**config.mk**
```make
export PLATFORM = sky130hd
export DESIGN_NAME = ex_mem_stage
export DESIGN_NICKNAME = d
export VERILOG_FILES = /design/src/rtl/cpu_pkg.sv /design/src/rtl/ovf_trap_unit.sv /design/src/rtl/ex_mem_stage.sv
export SDC_FILE = /design/constraint.sdc
export NUM_CORES = 1
export LEC_CHECK = 0
export ABC_AREA = 1
export CAP_MARGIN = 20
export CORE_MARGIN = 2
export CORE_UTILIZATION = 40
export DETAILED_ROUTE_END_ITERATION = 8
export GPL_ROUTABILITY_DRIVEN = 0
export PLACE_DENSITY_LB_ADDON = 0.2
export REMOVE_ABC_BUFFERS = 1
export SYNTH_ARGS = -nofsm -noshare
export SYNTH_HDL_FRONTEND = slang
export SYNTH_SLANG_ARGS = --single-unit
export TNS_END_PERCENT = 10
```
**constraint.sdc**
```tcl
create_clock -name clk_i -period 1.6 [get_ports clk_i]
set_input_delay 0.16 -clock clk_i [delete_from_list [all_inputs] [get_ports clk_i]]
set_output_delay 0.16 -clock clk_i [all_outputs]
set_load 0.02 [all_outputs]
```
**src/rtl/cpu_pkg.sv**
```systemverilog
//==============================================================================
// Module : cpu_pkg
// Brief  : Shared datapath widths, memory/write-back control bundle and cause codes.
// Rev    : 1.0
//==============================================================================
`default_nettype none

package cpu_pkg;

    localparam int DATA_W = 32;
    localparam int REG_AW = 5;

    // Cause code for a trapped signed arithmetic overflow
    localparam logic [4:0] EXC_OVF = 5'd12;

    typedef struct packed {
        logic reg_write;
        logic mem_read;
        logic mem_write;
        logic mem_to_reg;
    } mem_wb_ctl_t;

endpackage

`default_nettype wire

```
**src/rtl/ovf_trap_unit.sv**
```systemverilog
//==============================================================================
// Module : ovf_trap_unit
// Brief  : Overflow trap state: sticky pending flag, faulting PC, saturating count.
// Rev    : 1.0
//==============================================================================
`default_nettype none

module ovf_trap_unit #(
    parameter int DATA_W    = 32,
    parameter int OVF_CNT_W = 16
) (
    input  logic                 clk_i,
    input  logic                 rst_n,
    input  logic                 set,
    input  logic                 ack,
    input  logic [DATA_W-1:0]    fault_pc,
    output logic                 exc_pending,
    output logic [DATA_W-1:0]    exc_epc,
    output logic [OVF_CNT_W-1:0] ovf_cnt
);

    logic                 r_pending;
    logic [DATA_W-1:0]    r_epc;
    logic [OVF_CNT_W-1:0] r_ovf_cnt;

    // set cannot coincide with a pending trap because the stage stalls intake
    always_ff @(posedge clk_i or negedge rst_n) begin
        if (!rst_n) begin
            r_pending <= 1'b0;
            r_epc     <= '0;
            r_ovf_cnt <= '0;
        end else if (set) begin
            r_pending <= 1'b1;
            r_epc     <= fault_pc;
            if (r_ovf_cnt != '1)
                r_ovf_cnt <= r_ovf_cnt + OVF_CNT_W'(1);
        end else if (ack) begin
            r_pending <= 1'b0;
        end
    end

    assign exc_pending = r_pending;
    assign exc_epc     = r_epc;
    assign ovf_cnt     = r_ovf_cnt;

endmodule

`default_nettype wire

```
**src/rtl/ex_mem_stage.sv**
```systemverilog
//==============================================================================
// Module : ex_mem_stage
// Brief  : EX/MEM pipeline register with branch resolution and overflow trap.
// Rev    : 1.0
//==============================================================================
`default_nettype none

module ex_mem_stage
    import cpu_pkg::*;
#(
    parameter int DATA_W    = cpu_pkg::DATA_W,
    parameter int REG_AW    = cpu_pkg::REG_AW,
    parameter int CNT_W     = 32,
    parameter int OVF_CNT_W = 16
) (
    input  logic                 clk_i,
    input  logic                 rst_n,
    input  logic                 in_valid,
    output logic                 in_ready,
    input  logic [DATA_W-1:0]    alu_result,
    input  logic                 alu_zero,
    input  logic                 alu_overflow,
    input  logic [DATA_W-1:0]    pc_plus4,
    input  logic [DATA_W-1:0]    branch_target,
    input  logic [DATA_W-1:0]    store_data,
    input  logic [REG_AW-1:0]    write_reg,
    input  logic                 ctl_reg_write,
    input  logic                 ctl_mem_read,
    input  logic                 ctl_mem_write,
    input  logic                 ctl_mem_to_reg,
    input  logic                 ctl_branch,
    input  logic                 ctl_branch_ne,
    input  logic                 ctl_trap_ovf,
    input  logic                 flush_i,
    output logic                 out_valid,
    input  logic                 out_ready,
    output logic [DATA_W-1:0]    out_result,
    output logic [DATA_W-1:0]    out_store_data,
    output logic [REG_AW-1:0]    out_write_reg,
    output logic                 out_reg_write,
    output logic                 out_mem_read,
    output logic                 out_mem_write,
    output logic                 out_mem_to_reg,
    output logic                 branch_taken,
    output logic [DATA_W-1:0]    branch_pc,
    output logic                 exc_pending,
    output logic [DATA_W-1:0]    exc_epc,
    input  logic                 exc_ack,
    output logic [CNT_W-1:0]     retire_cnt,
    output logic [OVF_CNT_W-1:0] ovf_cnt
);

    logic                w_accept;
    logic                w_trap;
    logic                w_taken;
    mem_wb_ctl_t         w_ctl;
    logic                r_valid;
    logic [DATA_W-1:0]   r_result;
    logic [DATA_W-1:0]   r_store_data;
    logic [REG_AW-1:0]   r_write_reg;
    mem_wb_ctl_t         r_ctl;
    logic                r_taken;
    logic [DATA_W-1:0]   r_branch_pc;
    logic [CNT_W-1:0]    r_retire_cnt;

    assign in_ready = (~r_valid | out_ready) & ~exc_pending & ~flush_i;
    assign w_accept = in_valid & in_ready;
    assign w_trap   = w_accept & ctl_trap_ovf & alu_overflow;
    assign w_taken  = w_accept & ctl_branch & (alu_zero ^ ctl_branch_ne);

    // A trapped instruction must not touch the register file or memory
    always_comb begin
        w_ctl.reg_write  = ctl_reg_write;
        w_ctl.mem_read   = ctl_mem_read;
        w_ctl.mem_write  = ctl_mem_write;
        w_ctl.mem_to_reg = ctl_mem_to_reg;
        if (ctl_trap_ovf && alu_overflow) begin
            w_ctl.reg_write = 1'b0;
            w_ctl.mem_read  = 1'b0;
            w_ctl.mem_write = 1'b0;
        end
    end

    always_ff @(posedge clk_i or negedge rst_n) begin
        if (!rst_n) begin
            r_valid      <= 1'b0;
            r_result     <= '0;
            r_store_data <= '0;
            r_write_reg  <= '0;
            r_ctl        <= '0;
            r_taken      <= 1'b0;
            r_branch_pc  <= '0;
            r_retire_cnt <= '0;
        end else begin
            r_taken <= w_taken;
            if (w_taken)
                r_branch_pc <= branch_target;
            if (flush_i) begin
                r_valid <= 1'b0;
            end else if (w_accept) begin
                r_valid      <= 1'b1;
                r_result     <= alu_result;
                r_store_data <= store_data;
                r_write_reg  <= write_reg;
                r_ctl        <= w_ctl;
                r_retire_cnt <= r_retire_cnt + CNT_W'(1);
            end else if (out_ready) begin
                r_valid <= 1'b0;
            end
        end
    end

    ovf_trap_unit #(
        .DATA_W    (DATA_W),
        .OVF_CNT_W (OVF_CNT_W)
    ) u_ovf_trap (
        .clk_i       (clk_i),
        .rst_n       (rst_n),
        .set         (w_trap),
        .ack         (exc_ack),
        .fault_pc    (pc_plus4 - DATA_W'(4)),
        .exc_pending (exc_pending),
        .exc_epc     (exc_epc),
        .ovf_cnt     (ovf_cnt)
    );

    assign out_valid      = r_valid;
    assign out_result     = r_result;
    assign out_store_data = r_store_data;
    assign out_write_reg  = r_write_reg;
    assign out_reg_write  = r_ctl.reg_write;
    assign out_mem_read   = r_ctl.mem_read;
    assign out_mem_write  = r_ctl.mem_write;
    assign out_mem_to_reg = r_ctl.mem_to_reg;
    assign branch_taken   = r_taken;
    assign branch_pc      = r_branch_pc;
    assign retire_cnt     = r_retire_cnt;

endmodule

`default_nettype wire

```
Word-level counts from Yosys, hierarchy flattened
Cells that the tools add are included.
Widths: inputs -> output; s select.
{"block": "totals", "ff_bits": 188, "inputBits": 148, "out_inout_bits": 189}
{"block": "op_classes", "n_addsub": 3, "eq_ne": 1, "mux": 6, "bitwise": 12, "n_reduce_logical": 5}
{"op": "$add 32x1->32 const B", "count": 1}
{"op": "$sub 32x3->32 const B", "count": 1}
{"op": "$add 16x1->16 const B", "count": 1}
{"op": "$ne 16x16->1 const B", "count": 1}
{"op": "$and 1x1->1", "count": 7}
{"op": "$mux 1", "count": 5}
{"op": "$reduce_and 2->1", "count": 2}
{"op": "$mux 3", "count": 1}
{"op": "$not 1->1", "count": 3}
{"op": "$reduce_bool 3->1", "count": 1}
{"op": "$reduce_bool 2->1", "count": 1}
{"op": "$logic_and 1x1->1", "count": 1}
{"op": "$or 1x1->1", "count": 1}
{"op": "$xor 1x1->1", "count": 1}

Longest topological paths before layout
Gate-level depths: netlist of the first run.
{"block": "logic_depth", "depth_word": 8, "depth_mapped": 10, "depth_no_buf": 10}

Cells and area by module
Synthesis of the first run repeated with hierarchy kept, for this count alone.
{"block": "hier_totals", "cells_unflattened": 1121, "hier_area_um2": 8853.5}
{"module": "ex_mem_stage", "n_inst": 1, "cells_each": 847, "area_per_inst_um2": 6616.3, "seq_area_each_um2": 3478.3}
{"module": "ovf_trap_unit", "n_inst": 1, "cells_each": 274, "area_per_inst_um2": 2237.1, "seq_area_each_um2": 1226.2}

Worst setup path after synthesis of the first run
OpenSTA, ideal clock, no wires.
{"block": "synth_timing", "path_type": "flip-flop to flip-flop", "startpoint": "register u_ovf_trap.r_ovf_cnt[0] (netlist: u_ovf_trap.ovf_cnt[0])", "endpoint": "register u_ovf_trap.r_ovf_cnt[7] (netlist: u_ovf_trap.ovf_cnt[7])", "setup_ns": 0.123, "t_arrival_ns": 1.573, "required_ns": 1.477, "path_slack_ns": -0.096, "stages_incl_launch_ff": 10, "path_buffers": 1, "period_less_slack_ns": 1.696, "cell_sequence": "dfrtp_1 -> ha_1 -> nand3_1 -> inv_1 -> nand2_2 -> o21ai_4 -> inv_4 -> buf_6 -> nand3_2 -> nand2_1"}
{"block": "synth_via", "elab_chain_len": 2}
{"item": "from (decl)", "line": "ovf_trap_unit.sv:24", "rtl": "logic [OVF_CNT_W-1:0] r_ovf_cnt;"}
{"item": "from (signal assigned)", "line": "ovf_trap_unit.sv:36", "rtl": "r_ovf_cnt <= r_ovf_cnt + OVF_CNT_W'(1);"}
{"item": "parallel branches: the longest is 2 deep, another holds $add 16x1->16"}
Parallel ways; which one is timed is not known.
A chain may end at the register's enable or synchronous reset.

Worst setup path in the final report of the first run
{"block": "layout_timing", "startpoint": "register u_ovf_trap.r_pending (netlist: u_ovf_trap.exc_pending)", "endpoint": "register r_retire_cnt[19] (netlist: retire_cnt[19])"}
{"block": "layout_via", "elab_chain_len": 5}
{"item": "from (decl)", "line": "ovf_trap_unit.sv:22", "rtl": "logic r_pending;"}
{"item": "from (signal assigned)", "line": "ovf_trap_unit.sv:29", "rtl": "r_pending <= 1'b0;"}
{"item": "from (signal assigned)", "line": "ovf_trap_unit.sv:33", "rtl": "r_pending <= 1'b1;"}
{"item": "from (signal assigned)", "line": "ovf_trap_unit.sv:38", "rtl": "r_pending <= 1'b0;"}
{"item": "$not 1->1", "line": "ex_mem_stage.sv:66", "rtl": "assign in_ready = (~r_valid | out_ready) & ~exc_pending & ~flush_i;"}
{"item": "$and 1x1->1 (2 in a row)", "line": "ex_mem_stage.sv:66"}
{"item": "$and 1x1->1", "line": "ex_mem_stage.sv:67", "rtl": "assign w_accept = in_valid & in_ready;"}
{"item": "$reduce_and 2->1 (no line)"}
{"item": "to (signal assigned)", "line": "ex_mem_stage.sv:106", "rtl": "r_retire_cnt <= r_retire_cnt + CNT_W'(1);"}
{"item": "to (decl)", "line": "ex_mem_stage.sv:64", "rtl": "logic [CNT_W-1:0] r_retire_cnt;"}
No other way between the ends.

==> summary.txt, run 1 <==
Run status
  • Outcome: completed

Clocking
  • CTS sink cnt: 188
  • CTS tree: built
  • Clock Tree Buf Depth: 2
  • Clock buffer count from CTS: 17
  • Skew-Pair Late Insertion Delay: 430 ps
  • H-tree Lvls: 4
  • Reg clk slew, reported paths: ~80 ps
  • Clock root buffer: clkbuf_16

Detailed routing
  • Drt first-iter violations: approximately 470
  • Routed Wire Length: about 27 mm
  • Routed Antenna Nets: 0
  • Routed via count: slightly below 9000
  • DRC viols: 0
  • Via/cell ratio: roughly 4.7
  • WL/cell: between 10 and 15 µm
  • DRT Pass-1 Iters: 5

Critical path
  • Worst setup SP type: flop
  • Critical Path Fanout Max: 8
  • Worst reg-to-reg setup slack: approximately 3.3 ps
  • Reg-to-Reg End: retire_cnt[19]
  • Cells on worst reg2reg path: 7
  • R2R Path Start: u_ovf_trap.exc_pending
  • Crit end category: flop
  • CP Class: flop to flop
  • Critical path data required time: roughly 1900 ps
  • Critical path arrival: 1900 ps

Die
  • Die Ht: around 150 µm
  • DIE WIDTH: 152 µm
  • Core area: approximately 0.022 mm²
  • DIE AREA: approximately 0.023 mm²
  • Site Rows: 54
  • Ports: 337
  • Initial Utilization: 0.405

Synth
  • Ys async rst share: 1.00
  • Synth Flop Type: dfrtp_1
  • Ys Warns: 0
  • Post-synth EDFFs: 0
  • Top cells by area, synth: dfrtp_1, nand2_1, nor2_1
  • Mapped cell area: slightly below 0.009 mm²
  • Syn Area/Cell: between 7 and 8 µm²
  • Mapped Cells: between 1000 and 1500
  • Post-synth cell types: 32
  • Area leader, netlist: dfrtp_1
  • Register area share after synthesis: 0.537
  • Synth top area share: 0.537
  • Flops & latches, synth: 188

STA
  • Final setup margin: about 3.3 ps
  • Worst-Margin Slew: about 420 ps
  • Final setup viols: 0
  • Final Hold Fails: 0
  • RSZ-0062 raised after global routing: true
  • Final Skew: approximately 13 ps
  • Pins Over Slew Limit: 0
  • Highest Clock Rate: 626 MHz
  • Final cycle utilization of the critical path: 0.998
  • Max-slew headroom: 0.723
  • Worst hold margin: 225 ps
  • Min Clock Period, post-route: 1600 ps

Power and ir drop
  • Lkg Pwr: between 7 and 8 nW
  • Pwr per Cell Area: approximately 1100 mW/mm²
  • Max VDD drop: ~720 µV

GRT
  • Total grt overflow: 0
  • Largest net degree at the start of global routing: 47
  • Vias in the first global route: about 8700
  • Global router's overall resource usage: 0.231
  • First-pass GRT wire length: about 44 mm
  • Initial antenna violation count: 0

Place
  • DP HPWL: between 20 and 25 mm
  • Placement Setup Slack: -231 ps
  • Port bufs: 336
  • DP Area: 0.0132 mm²

Job
  • MaxCap Viol Count: 0

Finish
  • Post-route cell area: approximately 0.014 mm²
  • Layout cells sized above 1: 0.111
  • N_diodes: 0
  • Layout area overhead: 60.8%
  • Nets: around 1700
  • Fin util: 0.651

Hold path
  • Worst hold-check path type: input port to asynchronous set/reset pin
[cell usage in the layout (no fill, tap or decap), drive strengths merged, types with 6 or more instances in the layout]
cell type and count:
clkbuf 19, dfrtp 188, nand4 9, nand3 34, nor3 13, nor2 121, xnor2 22, o21ai 36
inv 60, xor2 22, clkdlybuf4s50 194, dlygate4sd2 63, dlymetal6s2s 77, nand3b 6, nand2 576, buf 105
[Yosys cell counts (4+ instances only)]
master / number
nand3b_1: 6
nand4_1: 9
buf_2: 13
clkbuf_1: 16
xor2_1: 22
o21ai_0: 16
o21bai_1: 4
nand2_1: 575
xnor2_1: 22
dfrtp_1: 188
nor2_1: 116
nand3_1: 32
o21ai_1: 17
inv_2: 4
nor3_1: 10
inv_1: 47
[how the worst max path moves through the flow]
stage | from | endpoint | slack (ps) | depth (start not counted)
final | u_ovf_trap.exc_pending | retire_cnt[19] | 3 | 7
after global placement | out_ready | in_ready | -170 | 7
after CTS | retire_cnt[16] | retire_cnt[16] | -40 | 1
after detailed placement | flush_i | retire_cnt[19] | -230 | 8
after global routing | u_ovf_trap.exc_pending | retire_cnt[17] | -60 | 8
after floorplan | u_ovf_trap.exc_pending | branch_pc[0] | -2600 | 7
[cells by family after synthesis]
logic type               after synthesis  share of synthesized area
AO/OA/AOI/OAI                         44                     0.0289
adder cells (fa/ha/maj)                3                    0.00429
XOR/XNOR                              44                     0.0440
flip-flops                           188                      0.537
buffers and inverters                 85                     0.0407
AND/OR/NAND/NOR                      761                      0.345
[power breakdown]
part | switching [mW] | leakage, nW | internal, mW
Sequential | 0.540 | 2.39 | 5.64
Clock | 2.10 | 0.294 | 2.26
Combinational | 2.70 | 5.08 | 2.35
Total | 5.35 | 7.76 | 10.3
[worst max-delay path, cell delays in order, from the launching register on]
cell and delay, ps:
dfrtp_1 400, nor2_2 160, nand3_4 170, buf_6 200
nor2_4 150, buf_4 130, nand4_1 110, xnor2_1 160
[layer usage]
metal | global-route usage | up-vias | share of wire
li1 | - | 4318 | -
met1 | 0.284 | 4082 | 0.41
met2 | 0.400 | 269 | 0.50
met3 | 0.0593 | 51 | 0.064
met4 | 0.0748 | 0 | 0.025
met5 | 0 | - | 0
[final cells by class]
| class | instances | area [µm²] |
|---|---|---|
| sequential | 188 | 4710 |
| multi-input combinational | 852 | 3770 |
| timing repair buffer | 441 | 4450 |
| fill | 1859 | 7540 |
| inverter | 52 | 198 |
| clock buffer | 18 | 429 |
| clock inverter | 14 | 178 |
| tap | 280 | 350 |
[metrics by stage]
stage / std cells / TNS [ps] / power [mW]
floorplan: 1092 / -287490 / 8.46
global placement: 1808 / -6550 / 11.5
detailed placement: 1808 / -11190 / 11.6
CTS: 1843 / -142 / 15.8
global route: 1845 / -404 / 16.4
finish: 1845 / 0 / 15.6
[repair_timing]
| action | CTS | global route |
|---|---|---|
| pin swaps | 1 | 3 |
| endpoints found under the hold margin | 34 | 0 |
| hold buffers | 1 | 0 |
| setup buffers | 2 | 2 |
| setup endpoints to repair | 83 | 107 |
| gates resized for setup | 68 | 97 |
(Power assumes the default switching activity.)
==> inputs of run 2 (changes only) <==
- CORE_ASPECT_RATIO: default -> 1.1
==> run 2 against run 1 <==
  * Largest cell class unchanged
  * Highest routed layer unchanged
  * Critical endpoint is now u_ovf_trap.ovf_cnt[13]
  * Register-to-register slack hardly changed
  * Critical path depth is 1 higher
  * Non-clock buffer count is 10 lower
  * Final area shrank 1.0%
==> summary.txt, run 2 (same netlist as run 1, synthesis figures left out) <==
STA
  • Pins Over Slew Limit: 0
  • Final setup margin: 15.8 ps
  • Final setup viols: 0
  • Worst-Margin Slew: 546 ps
  • Final Hold Fails: 0
  • Max-slew headroom: 0.636
  • Final Skew: 12.0 ps
  • Highest Clock Rate: about 630 MHz
  • Worst hold margin: 200 ps
  • RSZ-0062 raised after global routing: true
  • Final cycle utilization of the critical path: 0.990
  • Min Clock Period, post-route: 1580 ps

Die
  • Core area: between 0.02 and 0.025 mm²
  • Initial Utilization: 0.410
  • DIE AREA: roughly 0.023 mm²
  • Site Rows: 56
  • DIE WIDTH: between 100 and 150 µm
  • Ports: approximately 340
  • Die Ht: ~160 µm

Detailed routing
  • DRT Pass-1 Iters: 5
  • Routed via count: around 8600
  • Routed Antenna Nets: 0
  • Routed Wire Length: 27.1 mm
  • WL/cell: around 15 µm
  • Drt first-iter violations: 504
  • DRC viols: 0
  • Via/cell ratio: about 4.6

Critical path
  • Worst reg-to-reg setup slack: around 16 ps
  • R2R Path Start: out_valid
  • Reg-to-Reg End: u_ovf_trap.ovf_cnt[13]
  • Crit. Startpoint: out_valid
  • Critical path arrival: roughly 1900 ps
  • Cells on worst reg2reg path: 8
  • Critical path data required time: approximately 1900 ps
  • Crit path cell chain: nand2_2 -> nand3_4 -> nor2_4 -> o21ai_4 -> buf_12 -> buf_4 -> o21ai_0 -> nand2_1
  • Critical Path Fanout Max: 7
  • CP max stage cell: dfrtp_1
  • Worst setup SP type: flop
  • CP max stage delay: approximately 400 ps
  • CP Class: flop to flop
  • Crit end category: flop

Place
  • DP HPWL: approximately 20 mm
  • Placement Setup Slack: -213 ps
  • DP Area: between 0.01 and 0.015 mm²
  • Port bufs: around 340

Power and ir drop
  • Max VDD drop: between 700 and 800 µV
  • Lkg Pwr: between 7 and 8 nW
  • Pwr per Cell Area: roughly 1100 mW/mm²
  • Tot Pwr: between 15 and 20 mW

GRT
  • Vias in the first global route: around 8600
  • Total grt overflow: 0
  • First-pass GRT wire length: roughly 44 mm
  • Global router's overall resource usage: 0.238
  • Largest net degree at the start of global routing: between 50 and 60
  • Initial antenna violation count: 0

Clocking
  • Skew-Pair Late Insertion Delay: between 400 and 500 ps
  • Clock root buffer: clkbuf_16
  • Clock buffer count from CTS: 17
  • CTS sink cnt: 188
  • Reg clk slew, reported paths: ~80 ps
  • CTS tree: built
  • H-tree Lvls: 4
  • Clock Tree Buf Depth: 2

Finish
  • Fin util: 0.652
  • Nets: around 1700
  • Layout area overhead: 59.2%
  • N_diodes: 0
  • Most frequent cells in the layout: nand2_1, dfrtp_1, clkdlybuf4s50_1
  • Post-route cell area: 0.0139 mm²
  • Layout cells sized above 1: 0.105
  • Commonest non-fill, non-tap cell in the layout: nand2_1

Hold path
  • Worst hold-check path type: input port to asynchronous set/reset pin

Run status
  • Outcome: completed

Job
  • MaxCap Viol Count: 0
[run 2: cell types whose count changed in the layout (fill, tap and decap cells not counted), moves of 2 or more]
| cell | change |
|---|---|
| clkinv_4 | +5 |
| clkinv_8 | -2 |
| buf_4 | -10 |
| clkdlybuf4s50_1 | -34 |
| nor3_2 | -2 |
| nor2_2 | +2 |
| dlymetal6s2s_1 | +6 |
| nand2_1 | -2 |
| nand2_2 | +2 |
| dlygate4sd2_1 | +28 |
[run 2: what timing repair did]
action                                  in CTS  in global routing
hold buffers                                 1                  0
buffers inserted                             4                  3
pin swaps                                    1                  5
gates cloned                                 0                  1
gates resized for setup                     96                105
endpoints found under the hold margin       60                  0
endpoints found under the setup margin     105                121
[run 2: per-stage QoR]
stage / instances / TNS (ps)
2_1_floorplan: 1092 / -287490
3_3_place_gp: 1804 / -11300
3_5_place_dp: 1804 / -14830
4_1_cts: 1840 / 0
5_1_grt: 1844 / -319
6_report: 1844 / 0
[run 2: worst max-delay path by stage]
stage | endpoint | slack (ps) | cells past startpoint
6_report | u_ovf_trap.ovf_cnt[13] | 20 | 8
3_5_place_dp | u_ovf_trap.exc_epc[20] | -210 | 10
5_1_grt | retire_cnt[21] | -90 | 7
4_1_cts | out_result[29] | 0.3 | 1
3_3_place_gp | u_ovf_trap.exc_epc[20] | -190 | 10
2_1_floorplan | branch_pc[0] | -2600 | 7
[run 2: worst max-delay path, delay by kind of cell, from the launching register on]
kind / cells / cell delay, ps
DFF: 1 / 410
and+or+nand+nor: 4 / 550
AOI/OAI and AO/OA: 2 / 240
buffers and inverters: 2 / 270
[run 2: metal layers]
metal | track usage | part of all wire | vias up
met5 | 0 | 0 | -
met4 | 0.0995 | 0.039 | 0
met3 | 0.0636 | 0.063 | 69
met2 | 0.404 | 0.50 | 264
met1 | 0.287 | 0.40 | 3931
li1 | - | - | 4296
[run 2: area by class of cell]
cell class,instances,area (µm²)
fill,1828,7440
sequential,188,4710
timing repair buffer,431,4340
multi-input combinational,852,3770
clock buffer,18,429
tap,290,363
inverter,52,200
clock inverter,13,131
[run 2: power breakdown]
group	leakage [nW]	internal, mW	total (mW)	switching [mW]
Combinational	5.17	2.22	4.92	2.70
Sequential	2.39	5.65	6.20	0.556
Clock	0.276	2.06	4.07	2.02
==> inputs of run 3 (changes only) <==
- RECOVER_POWER: default -> 50
- SLEW_MARGIN: default -> 40
==> run 3 against run 2 <==
  * Via count grew 0.39%
  * Sequential cell count is the same
  * Clock power is essentially flat
  * Sequential share of layout area grew 1.9 points
  * Register-to-register slack is essentially flat
  * Highest routed layer unchanged
  * Core utilization shrank 3.4 points
  * Clock-buffer cell count is the same
  * Critical path depth is the same
  * First-iteration DRC count shrank 3.0%
==> summary.txt, run 3 (same netlist as run 1, synthesis figures left out) <==
STA
  • Final Hold Fails: 0
  • Min Clock Period, post-route: around 1600 ps
  • Setup TNS: 0 ps
  • Worst-Margin Slew: about 1000 ps
  • Max-slew headroom: 0.302
  • RSZ-0062 raised after global routing: true
  • Highest Clock Rate: approximately 630 MHz
  • Final setup viols: 0
  • Final setup margin: approximately 13 ps
  • Final cycle utilization of the critical path: 0.992
  • Worst hold margin: around 240 ps
  • Pins Over Slew Limit: 0
  • Final Skew: between 10 and 15 ps

Power and ir drop
  • Tot Pwr: 14.8 mW
  • Psw: ~5.3 mW
  • Sw Ratio: 0.359
  • Seq pwr share: 0.422
  • Lkg Pwr: 6.62 nW
  • Comb pwr share: 0.302
  • Clock network power share: 0.276
  • Pwr per Cell Area: around 1100 mW/mm²
  • Max VDD drop: roughly 750 µV
  • Pint: roughly 9.5 mW

GRT
  • Vias in the first global route: 8604
  • Largest net degree at the start of global routing: 53
  • First-pass GRT wire length: 44.1 mm
  • Initial antenna violation count: 0
  • Total grt overflow: 0
  • Global router's overall resource usage: 0.238

Clocking
  • Skew-Pair Late Insertion Delay: between 400 and 500 ps
  • Clock Tree Buf Depth: 2
  • CTS sink cnt: roughly 190
  • Clock root buffer: clkbuf_16
  • Clock buffer count from CTS: 17
  • H-tree Lvls: 4
  • Reg clk slew, reported paths: around 80 ps
  • CTS tree: built

Finish
  • Most frequent cells in the layout: nand2_1, dfrtp_1, clkdlybuf4s50_1
  • Layout area overhead: 50.7%
  • Nets: around 1700
  • Commonest non-fill, non-tap cell in the layout: nand2_1
  • Layout cells sized above 1: 0.105
  • Post-route insts no fill: between 1500 and 2000
  • N_diodes: 0

Place
  • DP Cell Count: approximately 1800
  • DP HPWL: a little over 20 mm
  • Placement Setup Slack: -213 ps
  • Port bufs: around 340

Detailed routing
  • Routed Antenna Nets: 0
  • WL/cell: roughly 15 µm
  • Drt first-iter violations: between 400 and 500
  • DRC viols: 0
  • Met3 WL post-DR: 1.74 mm
  • Routed Wire Length: roughly 27 mm
  • Via/cell ratio: between 4 and 5
  • DRT Pass-1 Iters: 4
  • Top layer in use: met4
  • Met2 wire length: approximately 13 mm
  • Routed length on met1: around 11 mm
  • Routed via count: between 8000 and 9000

Die
  • Ports: about 340
  • Initial Utilization: 0.410
  • Core area: around 0.021 mm²
  • Site Rows: 56
  • DIE WIDTH: between 100 and 150 µm
  • Die Ht: about 160 µm
  • DIE AREA: 0.0231 mm²

Hold path
  • Hold depth: 3
  • Worst hold-check path type: input port to flop
  • Min-delay src: branch_target[25]

Critical path
  • Cells on worst reg2reg path: 8
  • Worst setup SP type: flop
  • Critical Path Fanout Max: 7
  • CP Class: flop to flop
  • R2R Path Start: out_valid
  • Crit. Startpoint: out_valid
  • Critical path arrival: 1910 ps
  • Critical path data required time: between 1500 and 2000 ps
  • Crit end category: flop

Run status
  • Outcome: completed

Job
  • MaxCap Viol Count: 0
-- run 3: area by class of cell --
| type | instances | area [µm²] |
|---|---|---|
| repair buffers | 431 | 3600 |
| clock buffers | 18 | 429 |
| inverters | 52 | 200 |
| fillers | 1934 | 8180 |
| flip-flops and latches | 188 | 4710 |
| clock inverters | 13 | 131 |
| well taps | 290 | 363 |
| multi-input cells | 852 | 3770 |
-- run 3: through the flow --
step                 util  cell area, µm²
global placement    0.614           13100
floorplan               -            8590
detailed placement  0.614           13100
finish              0.617           13200
global route        0.617           13200
CTS                 0.638           13600
-- run 3: power groups by stage --
stage               logic [mW]  registers, mW  clock network [mW]
finish                    4.45           6.22                4.08
detailed placement        5.27           6.30                   0
global placement          5.21           6.27                   0
global route              4.85           6.35                4.41
CTS                       5.02           6.22                4.16
floorplan                 1.06           7.40                   0
-- run 3: timing repair --
item | in CTS | in global routing
hold buffers | 1 | 0
gates resized for setup | 96 | 105
setup endpoints to repair | 105 | 121
setup buffers | 4 | 3
hold endpoints to repair | 60 | 0
pin swaps | 1 | 5
cloned | 0 | 1
-- run 3: path summary, 6_finish.rpt --
| check | to | slack [ps] |
|---|---|---|
| max | u_ovf_trap.ovf_cnt[13] | 10 |
| min | branch_pc[25] | 240 |
| max reg2reg | u_ovf_trap.ovf_cnt[13] | 10 |
| min reg2reg | out_store_data[10] | 480 |
| max in group asynchronous | u_ovf_trap.exc_epc[2] | 240 |
| min in group asynchronous | branch_pc[23] | 440 |
-- run 3: critical path, cell delays in order, from the launching register on --
cell and delay, ps:
dfrtp_1 410, nand2_2 120, nand3_4 150, nor2_4 210
o21ai_4 80, buf_12 140, buf_4 130, o21ai_0 160
nand2_1 70
-- run 3: metal layers --
layer  global-route usage  vias up
li1                     -     4297
met1                0.287     3961
met2                0.404      264
met3               0.0636       71
met4               0.0995        0
met5                    0        -
